File: src/rtl/tree_noc_pkg.sv
// Shared packet layout, FSM state type and legality helper for the tree router output arbiter.
// Packet layout: [addr | dest | payload], addr in the MSBs.
package tree_noc_pkg;

   localparam int unsigned PKT_W     = 14;
   localparam int unsigned ADDR_W    = 3;
   localparam int unsigned DEST_W    = 3;
   localparam int unsigned PAYLOAD_W = PKT_W - ADDR_W - DEST_W;
   localparam int unsigned ADDR_LSB  = PKT_W - ADDR_W;
   localparam int unsigned DEST_LSB  = ADDR_LSB - DEST_W;

   typedef logic [PKT_W-1:0] pkt_t;

   typedef enum logic [1:0] {IDLE, LAT, SEND, COOL} arb_state_t;

   // A packet addressed back to its own source is illegal and gets dropped.
   function automatic logic is_illegal(pkt_t pkt);
      return pkt[ADDR_LSB +: ADDR_W] == pkt[DEST_LSB +: DEST_W];
   endfunction

endpackage

File: src/rtl/rr_pick.sv
// Combinational round-robin picker: first asserted request at or after ptr, wrapping.
module rr_pick #(
   parameter int unsigned NUM_REQ = 2,
   parameter int unsigned IDX_W   = 1
) (
   input  logic [NUM_REQ-1:0] req,
   input  logic [IDX_W-1:0]   ptr,
   output logic [NUM_REQ-1:0] gnt,
   output logic [IDX_W-1:0]   idx,
   output logic               any
);

   always_comb begin
      int unsigned j;
      j   = 0;
      gnt = '0;
      idx = '0;
      any = 1'b0;
      for (int unsigned k = 0; k < NUM_REQ; k++) begin
         j = (32'(ptr) + k) % NUM_REQ;
         if (!any && req[j]) begin
            any    = 1'b1;
            gnt[j] = 1'b1;
            idx    = IDX_W'(j);
         end
      end
   end

endmodule

File: src/rtl/tree_out_arbiter.sv
// Round-robin arbiter/sequencer for one tree router output port with forward latency FL and
// post-handshake cool-down BL. Define TREE_ARB_STATS_EN to add grant_cnt/drop_cnt outputs.
module tree_out_arbiter
   import tree_noc_pkg::*;
#(
   parameter int unsigned WIDTH_packet = 14,
   parameter int unsigned WIDTH_addr   = 3,
   parameter int unsigned WIDTH_dest   = 3,
   parameter int unsigned NUM_REQ      = 2,
   parameter int unsigned FL           = 2,
   parameter int unsigned BL           = 1,
   localparam int unsigned IW          = (NUM_REQ > 1) ? $clog2(NUM_REQ) : 1
) (
   input  logic                            clk,
   input  logic                            rst,
   input  logic [NUM_REQ-1:0]              in_valid,
   input  logic [NUM_REQ*WIDTH_packet-1:0] in_data,
   output logic [NUM_REQ-1:0]              in_ready,
   output logic                            out_valid,
   output logic [WIDTH_packet-1:0]         out_data,
   input  logic                            out_ready,
   output logic [IW-1:0]                   grant_id,
`ifdef TREE_ARB_STATS_EN
   output logic [NUM_REQ*16-1:0]           grant_cnt,
   output logic [15:0]                     drop_cnt,
`endif
   output logic                            drop_pulse
);

   if (FL > 15) begin : g_fl_range_err
      $error("FL must be in 0..15");
   end
   if (BL > 15) begin : g_bl_range_err
      $error("BL must be in 0..15");
   end
   if (NUM_REQ < 2) begin : g_num_req_err
      $error("NUM_REQ must be at least 2");
   end
   if (WIDTH_packet != PKT_W || WIDTH_addr != ADDR_W || WIDTH_dest != DEST_W)
   begin : g_layout_err
      $error("packet layout must match tree_noc_pkg");
   end

   localparam logic [3:0] FL4 = 4'(FL);
   localparam logic [3:0] BL4 = 4'(BL);

   arb_state_t    state_q, state_d;
   logic [3:0]    cnt_q, cnt_d;
   logic [IW-1:0] rr_ptr_q, grant_id_q;
   pkt_t          data_q;
   logic          drop_q;

   logic [NUM_REQ-1:0] pick_gnt;
   logic [IW-1:0]      pick_idx;
   logic               pick_any;
   pkt_t               win_pkt;
   logic               win_illegal, accept, handshake;

   rr_pick #(
      .NUM_REQ (NUM_REQ),
      .IDX_W   (IW)
   ) u_rr_pick (
      .req (in_valid),
      .ptr (rr_ptr_q),
      .gnt (pick_gnt),
      .idx (pick_idx),
      .any (pick_any)
   );

   assign win_pkt     = in_data[pick_idx*WIDTH_packet +: WIDTH_packet];
   assign win_illegal = is_illegal(win_pkt);
   assign accept      = (state_q == IDLE) && pick_any && !rst;
   assign handshake   = (state_q == SEND) && out_ready;

   assign in_ready   = accept ? pick_gnt : '0;
   assign out_valid  = (state_q == SEND);
   assign out_data   = data_q;
   assign grant_id   = grant_id_q;
   assign drop_pulse = drop_q;

   always_comb begin
      state_d = state_q;
      cnt_d   = cnt_q;
      case (state_q)
         IDLE: begin
            if (accept) begin
               // Dropped packets still pay the cool-down so spacing is uniform.
               if (win_illegal) begin
                  if (BL4 != 4'd0) begin
                     state_d = COOL;
                     cnt_d   = BL4;
                  end
               end else if (FL4 == 4'd0) begin
                  state_d = SEND;
               end else begin
                  state_d = LAT;
                  cnt_d   = FL4;
               end
            end
         end
         LAT: begin
            if (cnt_q == 4'd1) state_d = SEND;
            else cnt_d = cnt_q - 4'd1;
         end
         SEND: begin
            if (out_ready) begin
               if (BL4 == 4'd0) begin
                  state_d = IDLE;
               end else begin
                  state_d = COOL;
                  cnt_d   = BL4;
               end
            end
         end
         COOL: begin
            if (cnt_q == 4'd1) state_d = IDLE;
            else cnt_d = cnt_q - 4'd1;
         end
         default: state_d = IDLE;
      endcase
   end

   always_ff @(posedge clk) begin
      if (rst) begin
         state_q    <= IDLE;
         cnt_q      <= '0;
         rr_ptr_q   <= '0;
         grant_id_q <= '0;
         data_q     <= '0;
         drop_q     <= 1'b0;
      end else begin
         state_q <= state_d;
         cnt_q   <= cnt_d;
         drop_q  <= accept && win_illegal;
         if (accept) begin
            data_q     <= win_pkt;
            grant_id_q <= pick_idx;
            rr_ptr_q   <= (pick_idx == IW'(NUM_REQ - 1)) ? '0 : pick_idx + 1'b1;
         end
      end
   end

`ifdef TREE_ARB_STATS_EN
   logic [NUM_REQ*16-1:0] grant_cnt_q;
   logic [15:0]           drop_cnt_q;

   always_ff @(posedge clk) begin
      if (rst) begin
         grant_cnt_q <= '0;
         drop_cnt_q  <= '0;
      end else begin
         if (handshake && grant_cnt_q[grant_id_q*16 +: 16] != 16'hFFFF) begin
            grant_cnt_q[grant_id_q*16 +: 16] <= grant_cnt_q[grant_id_q*16 +: 16] + 16'd1;
         end
         if (accept && win_illegal && drop_cnt_q != 16'hFFFF) begin
            drop_cnt_q <= drop_cnt_q + 16'd1;
         end
      end
   end

   assign grant_cnt = grant_cnt_q;
   assign drop_cnt  = drop_cnt_q;
`endif

endmodule

File: config.mk
export PLATFORM = sky130hd
export DESIGN_NAME = tree_out_arbiter
export DESIGN_NICKNAME = d
export VERILOG_FILES = /design/src/rtl/tree_noc_pkg.sv /design/src/rtl/rr_pick.sv /design/src/rtl/tree_out_arbiter.sv
export SDC_FILE = /design/constraint.sdc
export NUM_CORES = 1
export LEC_CHECK = 0
export CAP_MARGIN = 25
export CORE_MARGIN = 4
export CORE_UTILIZATION = 43
export DETAILED_ROUTE_END_ITERATION = 6
export PLACE_DENSITY = 0.9
export RECOVER_POWER = 50
export SLEW_MARGIN = 20
export SYNTH_ARGS = -nofsm -noshare
export SYNTH_HDL_FRONTEND = slang
export SYNTH_SLANG_ARGS = --single-unit
File: constraint.sdc
create_clock -name clk -period 2.3 [get_ports clk]
set_input_delay 0.46 -clock clk [delete_from_list [all_inputs] [get_ports clk]]
set_output_delay 0.46 -clock clk [all_outputs]
set_load 0.005 [all_outputs]
# --- After elaboration in Yosys (flattened, before gate mapping) ---
# Cells that the tools add are included.
op_classes:
  eq_ne: 10
  add_sub_neg: 3
  n_lt_le_gt_ge: 4
  mul: 1
  n_mux: 27
  bitwise: 1
  shifts: 1
  reduce_logical: 12
ops:
  columns: ["cell", "n"]
  rows:
  - ["variable part select 28 x 6 -> 14 bit", 1]
  - ["2-to-1 mux 2 bit", 9]
  - ["2-to-1 mux 4 bit", 3]
  - ["case mux 4 bit (3 select lines)", 1]
  - ["2-to-1 mux 1 bit", 11]
  - ["inequality test 2 bit, second input constant", 4]
  - ["case mux 2 bit (4 select lines)", 1]
  - ["logical AND 1 bit", 6]
  - ["== test 2 bit, second input constant", 2]
  - ["== test 4 x 1 -> 1 bit, second input constant", 1]
  - ["less-than comparator 1 x 2 -> 1 bit, second input constant", 2]
  - ["multiplier 1 x 3 -> 4 bit, second input constant", 1]
  - ["AND reduction 4 bit", 1]
  - ["subtractor 4 x 1 -> 4 bit, second input constant", 1]
  - ["== test 3 bit", 1]
  - ["AND reduction 3 bit", 1]
  - ["adder 1 bit, second input constant", 2]
  - ["demux 1 bit (select 1 bit)", 2]
  - ["== test 2 x 1 -> 1 bit, second input constant", 1]
  - ["greater-or-equal comparator 1 bit, second input constant", 2]
  - ["zero test 1 bit", 2]
  - ["zero test 2 bit", 1]
  - ["inequality test 2 x 1 -> 1 bit, second input constant", 1]
  - ["OR 2 bit", 1]
  - ["OR reduction 2 bit", 1]
word_totals:
  out_inout_bits: 19
  reg_bits: 23
  input_bits: 33

# --- Logic depth before layout (Yosys ltp) ---
# Gate-level depths: netlist of run 1.
logic_depth:
  ltp_word: 12
  ltp_mapped: 6
  depth_no_buf: 6

# --- Modules after synthesis ---
# Synthesis of run 1 repeated with hierarchy kept, for this count alone.
unflattened:
  hier_cells: 143
  area_unflattened_um2: 1271.2
by_module_without_submodules:
  columns: ["mod", "cells_per_inst", "instances", "area_each_um2", "seq_area_each_um2"]
  rows:
  - ["tree_out_arbiter", 138, 1, 1238.7, 460.4]
  - ["rr_pick", 5, 1, 32.5, 0.0]

# --- Least setup slack after synthesis of run 1 ---
# OpenSTA, ideal clock, no wires.
synth_path:
  path_kind: "register to output"
  startpoint: "register state_q[0]"
  endpoint: "output in_ready[0]"
  arrival_time_ns: 1.305
  setup_slack_ns: 0.535
  t_required_ns: 1.840
  stages_incl_launch_ff: 6
  cell_sequence: "dfxtp_1 -> inv_1 -> ha_1 -> clkbuf_1 -> o21ai_1 -> nor3b_1"
synth_via:
  elab_chain_len: 4
synth_lines:
  columns: ["item", "line_no", "text"]
  rows:
  - ["start: declaration", "tree_out_arbiter.sv:47", "arb_state_t state_q, state_d;"]
  - ["start signal: assignment", "tree_out_arbiter.sv:132", "state_q <= state_d;"]
  - ["zero test 2 bit", "tree_out_arbiter.sv:72", "assign accept = (state_q == IDLE) && pick_any && !rst;"]
  - ["logical AND 1 bit (2 in a row)", "tree_out_arbiter.sv:72", null]
  - ["2-to-1 mux 2 bit", "tree_out_arbiter.sv:75", "assign in_ready = accept ? pick_gnt : '0;"]
  - ["end: declaration", "tree_out_arbiter.sv:18", "output logic [NUM_REQ-1:0] in_ready,"]
# Every way passes these cells.

# --- Final worst setup path of run 1 ---
layout_path:
  startpoint: "input in_valid[1]"
  endpoint: "output in_ready[1]"
layout_via:
  elab_chain_len: 9
  word_cells_on_any_way: 14
layout_lines:
  columns: ["item", "line_no", "text"]
  rows:
  - ["start: declaration", "tree_out_arbiter.sv:16", "input logic [NUM_REQ-1:0] in_valid,"]
  - ["2-to-1 mux 1 bit (implied by the code) (2 in a row)", "rr_pick.sv:21", "if (!any && req[j]) begin"]
  - ["2-to-1 mux 1 bit", "rr_pick.sv:21", null]
  - ["zero test 1 bit", "rr_pick.sv:21", null]
  - ["logical AND 1 bit", "rr_pick.sv:21", null]
  - ["2-to-1 mux 1 bit", "rr_pick.sv:21", null]
  - ["logical AND 1 bit (2 in a row)", "tree_out_arbiter.sv:72", null]
  - ["2-to-1 mux 2 bit *", "tree_out_arbiter.sv:75", null]
# Every way passes the cells marked *; elsewhere a longest branch is shown, timed or not. The select of a mux whose other input is x is not followed.

==> results of run 1 <==
-- sequential cells by signal, indices dropped and copies added, names as in the netlist --
name        cells
state_q         2
grant_id        1
out_data       14
cnt_q           4
drop_pulse      1
rr_ptr_q        1
-- repair_timing --
action	CTS	global route
endpoints found under the hold margin	0	0
endpoints found under the setup margin	2	0
resized for setup	4	0
-- worst register-to-register path, stage by stage (launching register included) --
cell and delay, ns:
dfxtp_1 0.38, inv_1 0.10, ha_1 0.19, clkbuf_2 0.28, o21a_1 0.17, clkbuf_2 0.46
nor2_1 0.08, a211oi_1 0.25
-- kinds of logic after synthesis --
| logic type | Yosys count | synth area share |
|---|---|---|
| muxes | 15 | 0.1135 |
| and+or+nand+nor | 47 | 0.1798 |
| buffers and inverters | 15 | 0.05203 |
| adders and majority gates | 6 | 0.05676 |
| DFF | 23 | 0.3482 |
| xor gates and xnor gates | 6 | 0.03973 |
| AOI/OAI and AO/OA | 34 | 0.2100 |
-- metal layers --
layer / vias to the layer above / track usage
li1: 635 / -
met1: 597 / 0.1915
met2: 37 / 0.3272
met3: 4 / 0.04085
met4: 0 / 0.04852
met5: - / 0
-- worst min path at each step --
stage               slack (ns)               endpoint                  start
floorplan                 0.45  grant_id$_SDFFE_PP0P_  grant_id$_SDFFE_PP0P_
global placement          0.45  grant_id$_SDFFE_PP0P_  grant_id$_SDFFE_PP0P_
detailed placement        0.46  grant_id$_SDFFE_PP0P_  grant_id$_SDFFE_PP0P_
CTS                       0.48  grant_id$_SDFFE_PP0P_  grant_id$_SDFFE_PP0P_
global route              0.50  grant_id$_SDFFE_PP0P_  grant_id$_SDFFE_PP0P_
finish                    0.48  grant_id$_SDFFE_PP0P_  grant_id$_SDFFE_PP0P_
-- through the flow --
step | setup WS [ns] | cell area, sq um
after floorplan | 0.5347 | 1323
after global placement | -0.05303 | 1897
after detailed placement | -0.07737 | 1897
after CTS | 0.2043 | 1929
after global routing | 0.1044 | 1924
final | 0.1933 | 1924
-- power groups by stage --
stage / registers [W] / logic [W] / clock network, W
floorplan: 0.000623 / 0.000546 / 0
global placement: 0.000621 / 0.000908 / 0
detailed placement: 0.000630 / 0.000942 / 0
CTS: 0.000620 / 0.000951 / 0.000195
global route: 0.000633 / 0.00100 / 0.000213
finish: 0.000615 / 0.000902 / 0.000190
-- final cells by class --
class | instances | area [sq um]
multi-input cells | 108 | 805.8
well taps | 31 | 38.79
fillers | 245 | 928.4
flip-flops and latches | 23 | 460.4
repair buffers | 60 | 570.5
clock buffers | 4 | 26.28
inverters | 6 | 22.52
-- synth_stat cells, types with 2 or more instances --
cell | number | area [sq um]
o21ai_0 | 2 | 10.01
xor2_1 | 6 | 52.55
nand2_1 | 6 | 22.52
a21o_1 | 2 | 15.01
o221ai_1 | 2 | 17.52
nor2b_1 | 2 | 12.51
ha_1 | 6 | 75.07
nor3b_1 | 4 | 30.03
o21ai_1 | 2 | 10.01
a31oi_1 | 2 | 12.51
dfxtp_1 | 23 | 460.4
a21oi_1 | 2 | 10.01
clkbuf_1 | 6 | 22.52
nor3_1 | 6 | 30.03
nand2b_1 | 4 | 25.02
mux2i_1 | 15 | 150.1
a211oi_1 | 15 | 112.6
inv_1 | 6 | 22.52
nor2_1 | 19 | 71.32
==> impl_metrics.ini, run 1 <==
[power]
power_frac_seq = 0.360
p_sw_w = 0.0006573
leakagePower_nw = 0.8337
power.density_nw_per_um2 = 886.9
design_power_total_w = 0.001707
swShare = 0.3851
comb_power_share = 0.528
ir_worst_vdd_v = 0.0005094
p_int_w = 0.001049
pwr-share-clk = 0.111

[layout]
drive_gt1_frac = 0.09950
insertedDiodeCount = 0
stdcell_count = 232
syn_to_final_growth_pct = 45.51
mostFrequentLayoutCell = clkdlybuf4s50_1
utilization = 0.6746
mostFrequentLayoutCells = clkdlybuf4s50_1, dfxtp_1, nor2_1
final_nets = 241

[setup_path]
crit_path_max_incr_delay_ns = 0.55
reg2reg_depth = 7
r2r-start = state_q[0]$_SDFFE_PP0P_
path_buf_inv = 3
critPathLaunch = in_valid[1]
crit_end = in_ready[1]
crit_chain = clkdlybuf4s50_1 > o21ai_2 > buf_4 > nor3_1 > dlygate4sd2_1
cp.arrival_ns = 1.65
cp_num_cells = 5
critical-path-top-delay-family = buffers and inverters
worstSetupEndpointType = primary output
criticalPathCategory = in2out
cp_slowest_cell = clkdlybuf4s50_1
ff2ff_setup_slack_ns = 0.31
worst_setup_path_start_kind = primary input
timing.rr.end = out_data[3]$_SDFFE_PP0P_
required_ns = 1.84
path_max_fanout = 3

[routing]
vias_per_cell = 5.487
wire_per_inst_um = 14.85
wirelength_mm = 3.446
drtPass1Iterations = 4
vias = 1273
met1_length_mm = 1.433
routed-wl-met2_mm = 1.777
top_layer_used = met4
dr_wl_met3_um = 213
first_iter_violations = 34
drc = 0
ant_nets = 0

[die]
design.die.area_sq_um = 4027
ios = 52
fp.dieW_um = 63.46
core_sq_um = 2853
start_util = 0.4636
die_height_um = 63.46
std_cell_rows = 19

[place]
hpwl_mm = 2.605
dp.cells = 228
place.gp.congestion = 0.7762
numPortBuffers = 51

[timing]
holdWs_ns = 0.4756
fin_tns_setup_ns = 0
hold_viol_final = 0
fmaxAchievable_ghz = 0.4747
clock_skew_ns = 0.003335
worstMarginPinSlew_ns = 0.5669
drv_slew = 0
slew_headroom = 0.6221
rsz0062_at_grt = false
period_minus_slack_ns = 2.107
finalCritPeriodShare = 0.9159
setup_viol = 0

[run]
cap_violations = 0

[clock_tree]
clk_pin_slew_ns = 0.13
clock_path_buffers = 2
root_buffer = clkbuf_4
post_cts_buffers = 0
htree_num_levels = 1
clk_latency_ns = 0.31
numCtsBuffers = 3
ctsHoldBuffers = 0
cts_tree = yes
clock_sinks = 23

[synthesis]
synth_nets = 185
syn-cell-area_sq_um = 1323
synth.distinct_cells = 35
ys_ff_latch = 23
ys_async_sr_fraction = 0
synth_edf_count = 0
synth_cells = 146
synthFlopType = dfxtp_1
ys_warn_count = 0
syn_area_per_cell_sq_um = 9.058
synth_seq_area_share = 0.3482

[global_routing]
grt_start_max_net_pins = 31
track_usage = 0.1738
antenna_found_initial = 0
grt_overflow = 0
grt_pass1_vias = 1324
grt_pass1_wl_mm = 5.782

[worst_hold_path]
hold_path_depth = 2
worstHoldPathType = reg2reg

[outcome]
outcome = finished, final reports clean
Note: power is estimated with default switching activity, not from simulation.
==> inputs of run 2 (changes only) <==
- ABC_AREA: default -> 1
- CAP_MARGIN: 25 -> 30
==> run 2 against run 1 <==
Non-clock buffer count is 3 higher. Utilization rose by 0.26 points. Wire length shrank 4.7%. Worst setup slack worse by 0.041 ns. Cell area rose by 0.39%. First-iteration DRC count rose by 15%. Synthesized cell count is 31% higher. Via count is 11% higher. Global-route usage down 0.92 points. Critical endpoint unchanged. Largest cell class unchanged.
==> impl_metrics.ini, run 2 <==
[outcome]
outcome = finished, final reports clean

[die]
die_height_um = 63.38
fp.dieW_um = 63.38
core_sq_um = 2853
ios = 52
std_cell_rows = 19
design.die.area_sq_um = 4017
start_util = 0.4623

[routing]
vias = 1418
vias_per_cell = 5.046
ant_nets = 0
first_iter_violations = 39
wirelength_mm = 3.285
drc = 0
drtPass1Iterations = 4
wire_per_inst_um = 11.69

[synthesis]
synth_seq_area_share = 0.3491
syn-cell-area_sq_um = 1319
ys_warn_count = 0
synth_top_area_frac = 0.3491
synth_edf_count = 0
ys_ff_latch = 23
synth_common_cells = nand2_1, dfxtp_1, inv_1, nand3_1, o21ai_0
syn_area_per_cell_sq_um = 6.905
synth.distinct_cells = 26
synth_top_cell_by_area = dfxtp_1
synthFlopType = dfxtp_1
synth_cells = 191
synth_area_leaders = dfxtp_1, nand2_1, nand3_1
synth_most_common_cell = nand2_1
synth_nets = 230
ys_async_sr_fraction = 0

[layout]
insertedDiodeCount = 0
syn_to_final_growth_pct = 46.49
final_nets = 290
stdcell_count = 281
mostFrequentLayoutCells = nand2_1, clkdlybuf4s50_1, dfxtp_1
mostFrequentLayoutCell = nand2_1
largest_register_ffs = 14
fin_area_sq_um = 1932
nFillCells = 247
drive_gt1_frac = 0.1000

[run]
cap_violations = 0

[timing]
holdWs_ns = 0.4840
clock_skew_ns = 0.008641
worstMarginPinSlew_ns = 0.5199
slew_headroom = 0.6534
finalCritPeriodShare = 0.9338
hold_viol_final = 0
rsz0062_at_grt = false
drv_slew = 0
setup_viol = 0
fmaxAchievable_ghz = 0.4656
period_minus_slack_ns = 2.148

[clock_tree]
clk_latency_ns = 0.31
clock_path_buffers = 2
numCtsBuffers = 3
clk_pin_slew_ns = 0.13
clock_sinks = 23
root_buffer = clkbuf_4
htree_num_levels = 1
cts_tree = yes

[global_routing]
grt_pass1_vias = 1363
grt_overflow = 0
antenna_found_initial = 0
grt_pass1_wl_mm = 5.582
track_usage = 0.1646
grt_start_max_net_pins = 14

[setup_path]
path_max_fanout = 4
cp_slowest_cell = clkdlybuf4s50_1
crit_path_max_incr_delay_ns = 0.51
worstSetupEndpointType = primary output
required_ns = 1.84
worst_setup_path_start_kind = primary input
crit_chain = clkdlybuf4s50_1 > o21ai_2 > nor2_2 > inv_1 > nor2_4 > dlygate4sd2_1
criticalPathCategory = in2out
cp.arrival_ns = 1.69

[place]
hpwl_mm = 2.621
place_area_sq_um = 1899
numPortBuffers = 51
dp.cells = 276
place.gp.congestion = 0.8014

[power]
ir_worst_vdd_v = 0.0005636
power.density_nw_per_um2 = 877.1
leakagePower_nw = 0.8698
design_power_total_w = 0.001694

[worst_hold_path]
worstHoldPathType = reg2reg
[run 2: worst max-delay path, delay by kind of cell]
family	cells	cell delay (ns)
buffers and inverters	3	0.89
and+or+nand+nor	2	0.24
AOI/OAI and AO/OA	1	0.08
[run 2: worst paths after layout]
| kind | startpoint | to | slack (ns) | depth (start not counted) |
|---|---|---|---|---|
| max | in_valid[0] | in_ready[1] | 0.15 | 6 |
| min reg2reg | out_data[0]$_SDFFE_PP0P_ | out_data[0]$_SDFFE_PP0P_ | 0.48 | 2 |
| min | out_data[0]$_SDFFE_PP0P_ | out_data[0]$_SDFFE_PP0P_ | 0.48 | 2 |
| max reg2reg | state_q[0]$_SDFFE_PP0P_ | out_data[7]$_SDFFE_PP0P_ | 0.50 | 9 |
[run 2: timing repair]
item,CTS,global route
setup buffers,1,0
hold endpoints to repair,0,0
hold buffers,0,0
gates resized for setup,7,0
setup endpoints to repair,2,0
[run 2: stage by stage]
stage,worst slack (ns),util,TNS (ns)
final,0.1522,0.6772,0
after global routing,0.05864,0.6772,0
after CTS,0.1857,0.6811,0
after detailed placement,-0.09409,0.6658,-0.1700
after global placement,-0.03601,0.6658,-0.06659
after floorplan,0.6974,-,0
[run 2: kinds of logic (layout without fill, tap and decap cells)]
| family | Yosys count | after routing | synth area share |
|---|---|---|---|
| AO/OA/AOI/OAI | 31 | 31 | 0.1366 |
| XOR/XNOR | 2 | 2 | 0.01329 |
| adder cells (fa/ha/maj) | 6 | 6 | 0.05692 |
| buffers and inverters | 30 | 89 | 0.1015 |
| flip-flops | 23 | 23 | 0.3491 |
| AND/OR/NAND/NOR | 99 | 99 | 0.3425 |
[run 2: layout make-up]
| type | instances | area [sq um] | area share |
|---|---|---|---|
| inverter | 22 | 82.58 | 0.04275 |
| sequential | 23 | 460.4 | 0.2383 |
| timing repair buffer | 63 | 585.6 | 0.3031 |
| multi-input combinational | 138 | 737.0 | 0.3815 |
| clock inverter | 1 | 5.005 | 0.002591 |
| tap | 31 | 38.79 | 0.02008 |
| clock buffer | 3 | 22.52 | 0.01166 |
[run 2: metal layers]
| layer | vias to the layer above | wire [um] | global-route usage |
|---|---|---|---|
| li1 | 742 | - | - |
| met1 | 638 | 1422 | 0.1906 |
| met2 | 36 | 1613 | 0.3012 |
| met3 | 2 | 245 | 0.05329 |
| met4 | 0 | 4 | 0.01887 |
| met5 | - | 0 | 0 |
[run 2: power breakdown]
| part | total [W] | switching (W) | internal, W | leakage (nW) |
|---|---|---|---|---|
| logic | 0.000946 | 0.000520 | 0.000426 | 0.663 |
| registers | 0.000558 | 0.0000611 | 0.000497 | 0.189 |
| clock network | 0.000190 | 0.000125 | 0.0000650 | 0.0177 |
| total | 0.00169 | 0.000706 | 0.000988 | 0.870 |
